File: config.mk
export PLATFORM = sky130hd
export DESIGN_NAME = iot_monitor_multi
export DESIGN_NICKNAME = d
export VERILOG_FILES = /design/src/rtl/iot_mon_pkg.sv /design/src/rtl/iot_popcount.sv /design/src/rtl/iot_monitor_multi.sv
export SDC_FILE = /design/constraint.sdc
export NUM_CORES = 1
export LEC_CHECK = 0
export CAP_MARGIN = 5
export CORE_MARGIN = 2
export CORE_UTILIZATION = 50
export CTS_BUF_LIST = sky130_fd_sc_hd__clkbuf_8 sky130_fd_sc_hd__clkbuf_16
export CTS_CLUSTER_DIAMETER = 200
export DETAILED_ROUTE_END_ITERATION = 7
export GPL_TIMING_DRIVEN = 0
export PLACE_DENSITY_LB_ADDON = 0.08
export SLEW_MARGIN = 0
export SYNTH_ARGS = -nofsm -noshare
export SYNTH_HDL_FRONTEND = slang
export SYNTH_SLANG_ARGS = --single-unit
File: constraint.sdc
create_clock -name clk -period 9.3 [get_ports clk]
set_clock_uncertainty 0.1 [all_clocks]
set_input_delay 2.325 -clock clk [delete_from_list [all_inputs] [get_ports clk]]
set_output_delay 2.325 -clock clk [all_outputs]
set_load 0.01 [all_outputs]
File: src/rtl/iot_mon_pkg.sv
// Shared types and width helpers for the multi-channel IoT occupancy monitor.
package iot_mon_pkg;

   typedef enum logic {
      NORMAL = 1'b0,
      ALARM  = 1'b1
   } alarm_state_e;

   function automatic int clog2(input int value);
      int r;
      r = 0;
      while ((1 << r) < value) begin
         r = r + 1;
      end
      return r;
   endfunction

   // Signed net-change width: enough for +/-N_CH plus a sign bit.
   function automatic int delta_width(input int n_ch);
      return clog2(n_ch + 1) + 1;
   endfunction

endpackage

File: src/rtl/iot_popcount.sv
// Combinational population count of an N-bit vector.
module iot_popcount
   import iot_mon_pkg::*;
#(
   parameter int N = 4
) (
   input  logic [N-1:0]              in_bits,
   output logic [clog2(N+1)-1:0]     count
);

   localparam int CW = clog2(N + 1);

   always_comb begin
      count = '0;
      for (int i = 0; i < N; i++) begin
         count = count + CW'(in_bits[i]);
      end
   end

endmodule

File: src/rtl/iot_monitor_multi.sv
// Aggregates per-channel connect/disconnect strobes into a saturating
// active-device count with peak tracking, sticky clamp flag and hysteresis alarm.
module iot_monitor_multi
   import iot_mon_pkg::*;
#(
   parameter int N_CH     = 4,
   parameter int WIDTH    = 8,
   parameter int ALARM_HI = 200,
   parameter int ALARM_LO = 180
) (
   input  logic              clk,
   input  logic              rst,
   input  logic [N_CH-1:0]   change,
   input  logic [N_CH-1:0]   on_off,
   input  logic              clr_peak,
   output logic [WIDTH-1:0]  counter_out,
   output logic [WIDTH-1:0]  peak_out,
   output logic              alarm,
   output logic              sat_err
);

   localparam int CW = clog2(N_CH + 1);
   localparam int DW = delta_width(N_CH);
   localparam int SW = WIDTH + 2;
   localparam logic [WIDTH-1:0] HI_THR = WIDTH'(ALARM_HI);
   localparam logic [WIDTH-1:0] LO_THR = WIDTH'(ALARM_LO);

   logic [CW-1:0]           ups;
   logic [CW-1:0]           downs;
   logic signed [DW-1:0]    delta;
   logic signed [SW-1:0]    sum;
   logic signed [SW-1:0]    max_val;
   logic [WIDTH-1:0]        next_cnt;
   logic                    clamp;

   logic [WIDTH-1:0]        cnt_q, cnt_d;
   logic [WIDTH-1:0]        peak_q, peak_d;
   logic                    sat_q, sat_d;
   alarm_state_e            state_q, state_d;

   iot_popcount #(.N(N_CH)) u_pop_up (
      .in_bits (change & on_off),
      .count   (ups)
   );

   iot_popcount #(.N(N_CH)) u_pop_dn (
      .in_bits (change & ~on_off),
      .count   (downs)
   );

   always_comb begin
      delta   = $signed({1'b0, ups}) - $signed({1'b0, downs});
      max_val = $signed({2'b00, {WIDTH{1'b1}}});
      sum     = $signed({2'b00, cnt_q}) + SW'(delta);
      clamp   = 1'b0;
      // Saturate at both ends rather than wrapping; any clamp is remembered.
      if (sum < 0) begin
         next_cnt = '0;
         clamp    = 1'b1;
      end else if (sum > max_val) begin
         next_cnt = {WIDTH{1'b1}};
         clamp    = 1'b1;
      end else begin
         next_cnt = sum[WIDTH-1:0];
      end

      cnt_d = next_cnt;
      sat_d = sat_q | clamp;

      if (clr_peak) begin
         peak_d = next_cnt;
      end else begin
         peak_d = (next_cnt > peak_q) ? next_cnt : peak_q;
      end

      // Alarm tracks next_cnt so it changes on the same edge as the count.
      state_d = state_q;
      case (state_q)
         NORMAL:  if (next_cnt >= HI_THR) state_d = ALARM;
         ALARM:   if (next_cnt <= LO_THR) state_d = NORMAL;
         default: state_d = NORMAL;
      endcase
   end

   always_ff @(posedge clk) begin
      if (!rst) begin
         cnt_q   <= '0;
         peak_q  <= '0;
         sat_q   <= 1'b0;
         state_q <= NORMAL;
      end else begin
         cnt_q   <= cnt_d;
         peak_q  <= peak_d;
         sat_q   <= sat_d;
         state_q <= state_d;
      end
   end

   assign counter_out = cnt_q;
   assign peak_out    = peak_q;
   assign sat_err     = sat_q;
   assign alarm       = (state_q == ALARM);

endmodule

# --- Word level (Yosys, flattened, before mapping) ---
# Cells that the tools add are included.
totals:
  regBits: 18
classes:
  addsub: 8
  n_lt_le_gt_ge: 5
  muxes: 9
  bitwise_logic: 5
  reduce_logical: 1
op_table:
  columns: ["op", "count"]
  rows:
  - ["$mux W8", 4]
  - ["$add A3 B1 Y3", 4]
  - ["$add A9 B4 Y10", 1]
  - ["$gt A10 B9 Y1 const B", 1]
  - ["$lt A10 B1 Y1 const B", 1]
  - ["$and A4 B4 Y4", 2]
  - ["$ge A8 B8 Y1 const B", 1]
  - ["$gt A8 B8 Y1", 1]
  - ["$le A8 B8 Y1 const B", 1]
  - ["$add A1 B1 Y2", 2]
  - ["$mux W1", 4]
  - ["$not A4 Y4", 1]
  - ["$sub A3 B3 Y4", 1]
  - ["$pmux W1 S2", 1]
  - ["$reduce_bool A2 Y1", 1]
  - ["$not A1 Y1", 1]
  - ["$or A1 B1 Y1", 1]

# --- Logic depth before layout (Yosys ltp) ---
depth:
  ltp_word: 13
  mapped_depth: 25

# --- Hierarchy ---
# From an unflattened synthesis, not the netlist that was laid out.
hier_totals:
  cells_unflattened: 219
  area_unflattened_um2: 1811.7
modules_own_cells:
  columns: ["mod", "n_inst", "cells_each", "area_per_inst_um2"]
  rows:
  - ["iot_monitor_multi", 1, 203, 1684.1]
  - ["iot_popcount", 2, 8, 63.8]

# --- Worst setup path after synthesis ---
# No wires, ideal clock.
synth_path:
  kind: "input port to flip-flop"
  from: "in change[0]"
  to: "reg peak_q[1] (netlist: peak_out[1])"
  setup_time_ns: 0.059
  arrival_ns: 7.320
  t_required_ns: 9.141
  path_slack_ns: 1.821
  path_stages: 25
  cell_sequence: "nor2b_1 -> ha_1 -> fa_1 -> ha_1 -> inv_1 -> ha_1 -> nor2b_1 -> o21ai_0 -> nand2b_1 -> inv_2 -> ha_1 -> buf_6 -> a21o_1 -> a311oi_2 -> o21a_4 -> xnor2_2 -> nor2_1 -> nor2_1 -> ha_1 -> a21o_1 -> a211o_1 -> a2111oi_2 -> nor2_1 -> nor2_2 -> a22o_1"
synth_between:
  elab_chain_cells: 11
  elab_cells_between_ends: 18
  cone_classes: "add/sub (8); order compare (3); mux (4); bitwise (2); reduce/logical (1)"
synth_lines:
  columns: ["item", "line", "rtl"]
  rows:
  - ["from (decl)", "iot_monitor_multi.sv:13", "input logic [N_CH-1:0] change,"]
  - ["$and A4 B4 Y4 (on tied branches)", "iot_monitor_multi.sv:42, iot_monitor_multi.sv:47", null]
  - ["$add A1 B1 Y2", "iot_popcount.sv:16", "count = count + CW'(in_bits[i]);"]
  - ["$add A3 B1 Y3 (2 in series)", "iot_popcount.sv:16", null]
  - ["$sub A3 B3 Y4 (*)", "iot_monitor_multi.sv:52", "delta = $signed({1'b0, ups}) - $signed({1'b0, downs});"]
  - ["$add A9 B4 Y10 (*)", "iot_monitor_multi.sv:54", "sum = $signed({2'b00, cnt_q}) + SW'(delta);"]
  - ["$gt A10 B9 Y1", "iot_monitor_multi.sv:60", "end else if (sum > max_val) begin"]
  - ["$mux W8", "iot_monitor_multi.sv:60", null]
  - ["$mux W8 (*)", "iot_monitor_multi.sv:57", "if (sum < 0) begin"]
  - ["net cnt_d[6]", "iot_monitor_multi.sv:36", "logic [WIDTH-1:0] cnt_q, cnt_d;"]
  - ["$gt A8 B8 Y1 (*)", "iot_monitor_multi.sv:73", "peak_d = (next_cnt > peak_q) ? next_cnt : peak_q;"]
  - ["$reduce_bool A2 Y1 (no line) (*)", null, null]
  - ["to (signal assigned)", "iot_monitor_multi.sv:93", "peak_q <= peak_d;"]
  - ["to (decl)", "iot_monitor_multi.sv:37", "logic [WIDTH-1:0] peak_q, peak_d;"]
# The timed path passes the listed nets; every way through them passes the cells marked *. The select of a mux whose other input is x is not followed.
# A chain may end at the register's enable or synchronous reset.

# --- Final worst setup path ---
# Ends and elaborated chain as after synthesis.

==> results.cfg <==
[outcome]
outcome = completed

[worst_setup_path]
crit_fanout = 10
reg2reg_slack_ps = 5250
endpoint_kind = flop
cp.arrival_ps = 8340
rr_endpoint = peak_out[1]
worstSetupPathType = input pin to flop
crit_path_start_kind = input pin
reg2reg_from = counter_out[0]
rr_worst_depth = 16
required_ps = 9400

[clock_tree]
clock_path_buffers = 2
post_cts_buffers = 0
clock_latency_ps = 260
cts_made_buffers = 3
path_clk_slew_ps = 70
cts.sinks = 18
cts_tree = yes
hold_buffers = 0
cts_root_buffer = clkbuf_8
postCtsResizedCells = 0
cts_max_level = 1

[floorplanning]
die_w_um = 61.6
die_y_um = 61.6
die_area_mm2 = 0.00380
start_util = 0.535
rows = 20
coreArea_mm2 = 0.00310
pin_count = 29

[synth]
yosysMostFrequentCell = ha_1
syn_area_mm2 = 0.00166
ys_seq_elements = 18
synth_top_area_share = 0.217
synth_commonest_cells = 24 x ha_1, 23 x nor2_1, 22 x inv_1
synth_cell_types = 46
synth_ff_type = dfxtp_1
yosys.area.top_type = dfxtp_1
netlist_top_cells_area = dfxtp_1 22%, ha_1 18%, nor2_1 5.2%
synth_fp_nets = 226
avgSynthCellArea_um2 = 8.87
ys_seq_area_frac = 0.217
yosys_warnings = 0
syn_inst = 187
synth-edff-count = 0
async_reset_ff_frac = 0

[run]
drv_cap = 0

[sta]
worst_pin_slew_ps = 435
setup_viol = 0
hold_slack_ps = 387
rsz0062_at_grt = false
period_share = 0.886
slew_headroom = 0.709
timing.fmax_mhz = 121
finalMaxSlewViolations = 0
hold_viol = 0
layout_min_cycle_time_ps = 8240
fin_setup_tns_ps = 0

[detailed_routing]
route.detailed.drc = 0
vias = 1393
drt-wirelength-per-cell_um = 12.9
postRouteAntennaNets = 0
finalWirelength_um = 3400
drt-initial-drc-count = 80
drtPass1Iterations = 4
vias_per_cell = 5.30

[final_layout]
fillers = 280
antenna_cells = 0
finish.net_count = 259
drive_gt1_frac = 0.114
layout-area-overhead-vs-synth_pct = 23.5

[global_route]
antenna_found_initial = 0
grt_pass1_vias = 1271
grt_max_degree = 11
grt_usage = 0.197
grt_pass1_wl_um = 5600
grt_overflow = 0

[placement]
hpwl_um = 2830
place_congestion = 0.805
portBuffers = 28

[worst_hold_path]
hp-start = sat_err
whs_path_depth = 2
min_to = sat_err
hold_path_class = flop to flop

[power]
ir_worst_vdd_uv = 235
p_per_area_mw_per_mm2 = 376
power_leakage_uw = 0.000924
## layout make-up
| type | instances | area (um^2) | share of cell area |
|---|---|---|---|
| multi-input cells | 144 | 1200 | 0.584 |
| flip-flops and latches | 18 | 360 | 0.176 |
| repair buffers | 28 | 280 | 0.137 |
| inverters | 23 | 86.3 | 0.0421 |
| clock buffers | 4 | 55.1 | 0.0269 |
| well taps | 44 | 55.1 | 0.0269 |
| plain buffers | 2 | 16.3 | 0.00794 |
## metal layers
metal  global-route usage  part of all wire  vias to the layer above
met5                    0                 0                        -
met4               0.0638             0.014                        0
met3               0.0126             0.019                        5
met2                0.337              0.50                       21
met1                0.265              0.47                      646
li1                     -                 -                      721
## flip-flops by register name (all words and copies together), names as in the netlist
signal,cells
sat_err,1
alarm,1
peak_out,8
counter_out,8
## cell usage in the layout, fill, tap and decap left out, types with 2 or more instances in the layout
master           instances
mux2i_1                  2
nor2_1                  23
or2_2                    2
a211oi_1                 2
o21ai_0                  4
a21o_1                   8
and2_1                   6
a21oi_2                  2
dfxtp_1                 18
o21a_1                   2
and3_1                   3
fa_1                     4
xnor2_1                  3
nand3_1                  3
nor3_1                   5
clkbuf_8                 4
nand2_1                  5
a21oi_1                  6
nor2b_1                  6
a221oi_2                 2
ha_1                    24
inv_1                   22
xor2_1                   2
o2bb2ai_1                6
clkdlybuf4s50_1         28
nand2b_1                 3
xnor2_2                  3
## power by group
group,internal [uW],total (uW),switching [uW]
Clock,37.6,63.8,26.2
Sequential,106,124,18.3
Combinational,255,583,327
## worst max path at each step
stage | startpoint | end | depth (start not counted)
global placement | change[0] | peak_out[1] | 26
finish | change[0] | peak_out[1] | 25
global route | change[0] | peak_out[1] | 25
detailed placement | change[1] | peak_out[1] | 26
floorplan | change[0] | peak_out[1] | 25
CTS | change[1] | peak_out[1] | 25
## cell families (layout without fill, tap and decap cells)
kind of cell             after synthesis  in the layout  synth area share
AO/OA/AOI/OAI                         45             45             0.238
XOR/XNOR                               8              8            0.0558
adder cells (fa/ha/maj)               28             28             0.229
buffers and inverters                 25             57            0.0618
flip-flops                            18             18             0.217
multiplexers                           2              2            0.0121
AND/OR/NAND/NOR                       61             61             0.186
## critical path, cell delays in order
cell	delay, ps
clkdlybuf4s50_1	460
nor2b_1	140
ha_1	260
fa_1	410
ha_1	330
inv_1	50
ha_1	260
nor2b_1	120
o21ai_0	130
nand2b_1	210
inv_2	270
ha_1	270
buf_2	170
a21o_1	210
a221oi_2	300
o21ai_2	170
xnor2_2	390
nor2_1	100
ha_1	310
a21o_1	160
a211o_1	330
a2111oi_2	350
nor2_1	180
nor2_2	260
a22o_1	190
## per-stage QoR
| stage | setup WS, ps | instances | total power [uW] | util | area (um^2) |
|---|---|---|---|---|---|
| after floorplan | 1820 | 187 | 556 | - | 1660 |
| after global placement | 905 | 259 | 689 | 0.643 | 1990 |
| after detailed placement | 806 | 259 | 706 | 0.643 | 1990 |
| after CTS | 1030 | 263 | 775 | 0.660 | 2050 |
| after global routing | 640 | 263 | 848 | 0.660 | 2050 |
| final | 1060 | 263 | 771 | 0.660 | 2050 |
(Power assumes the default switching activity.)
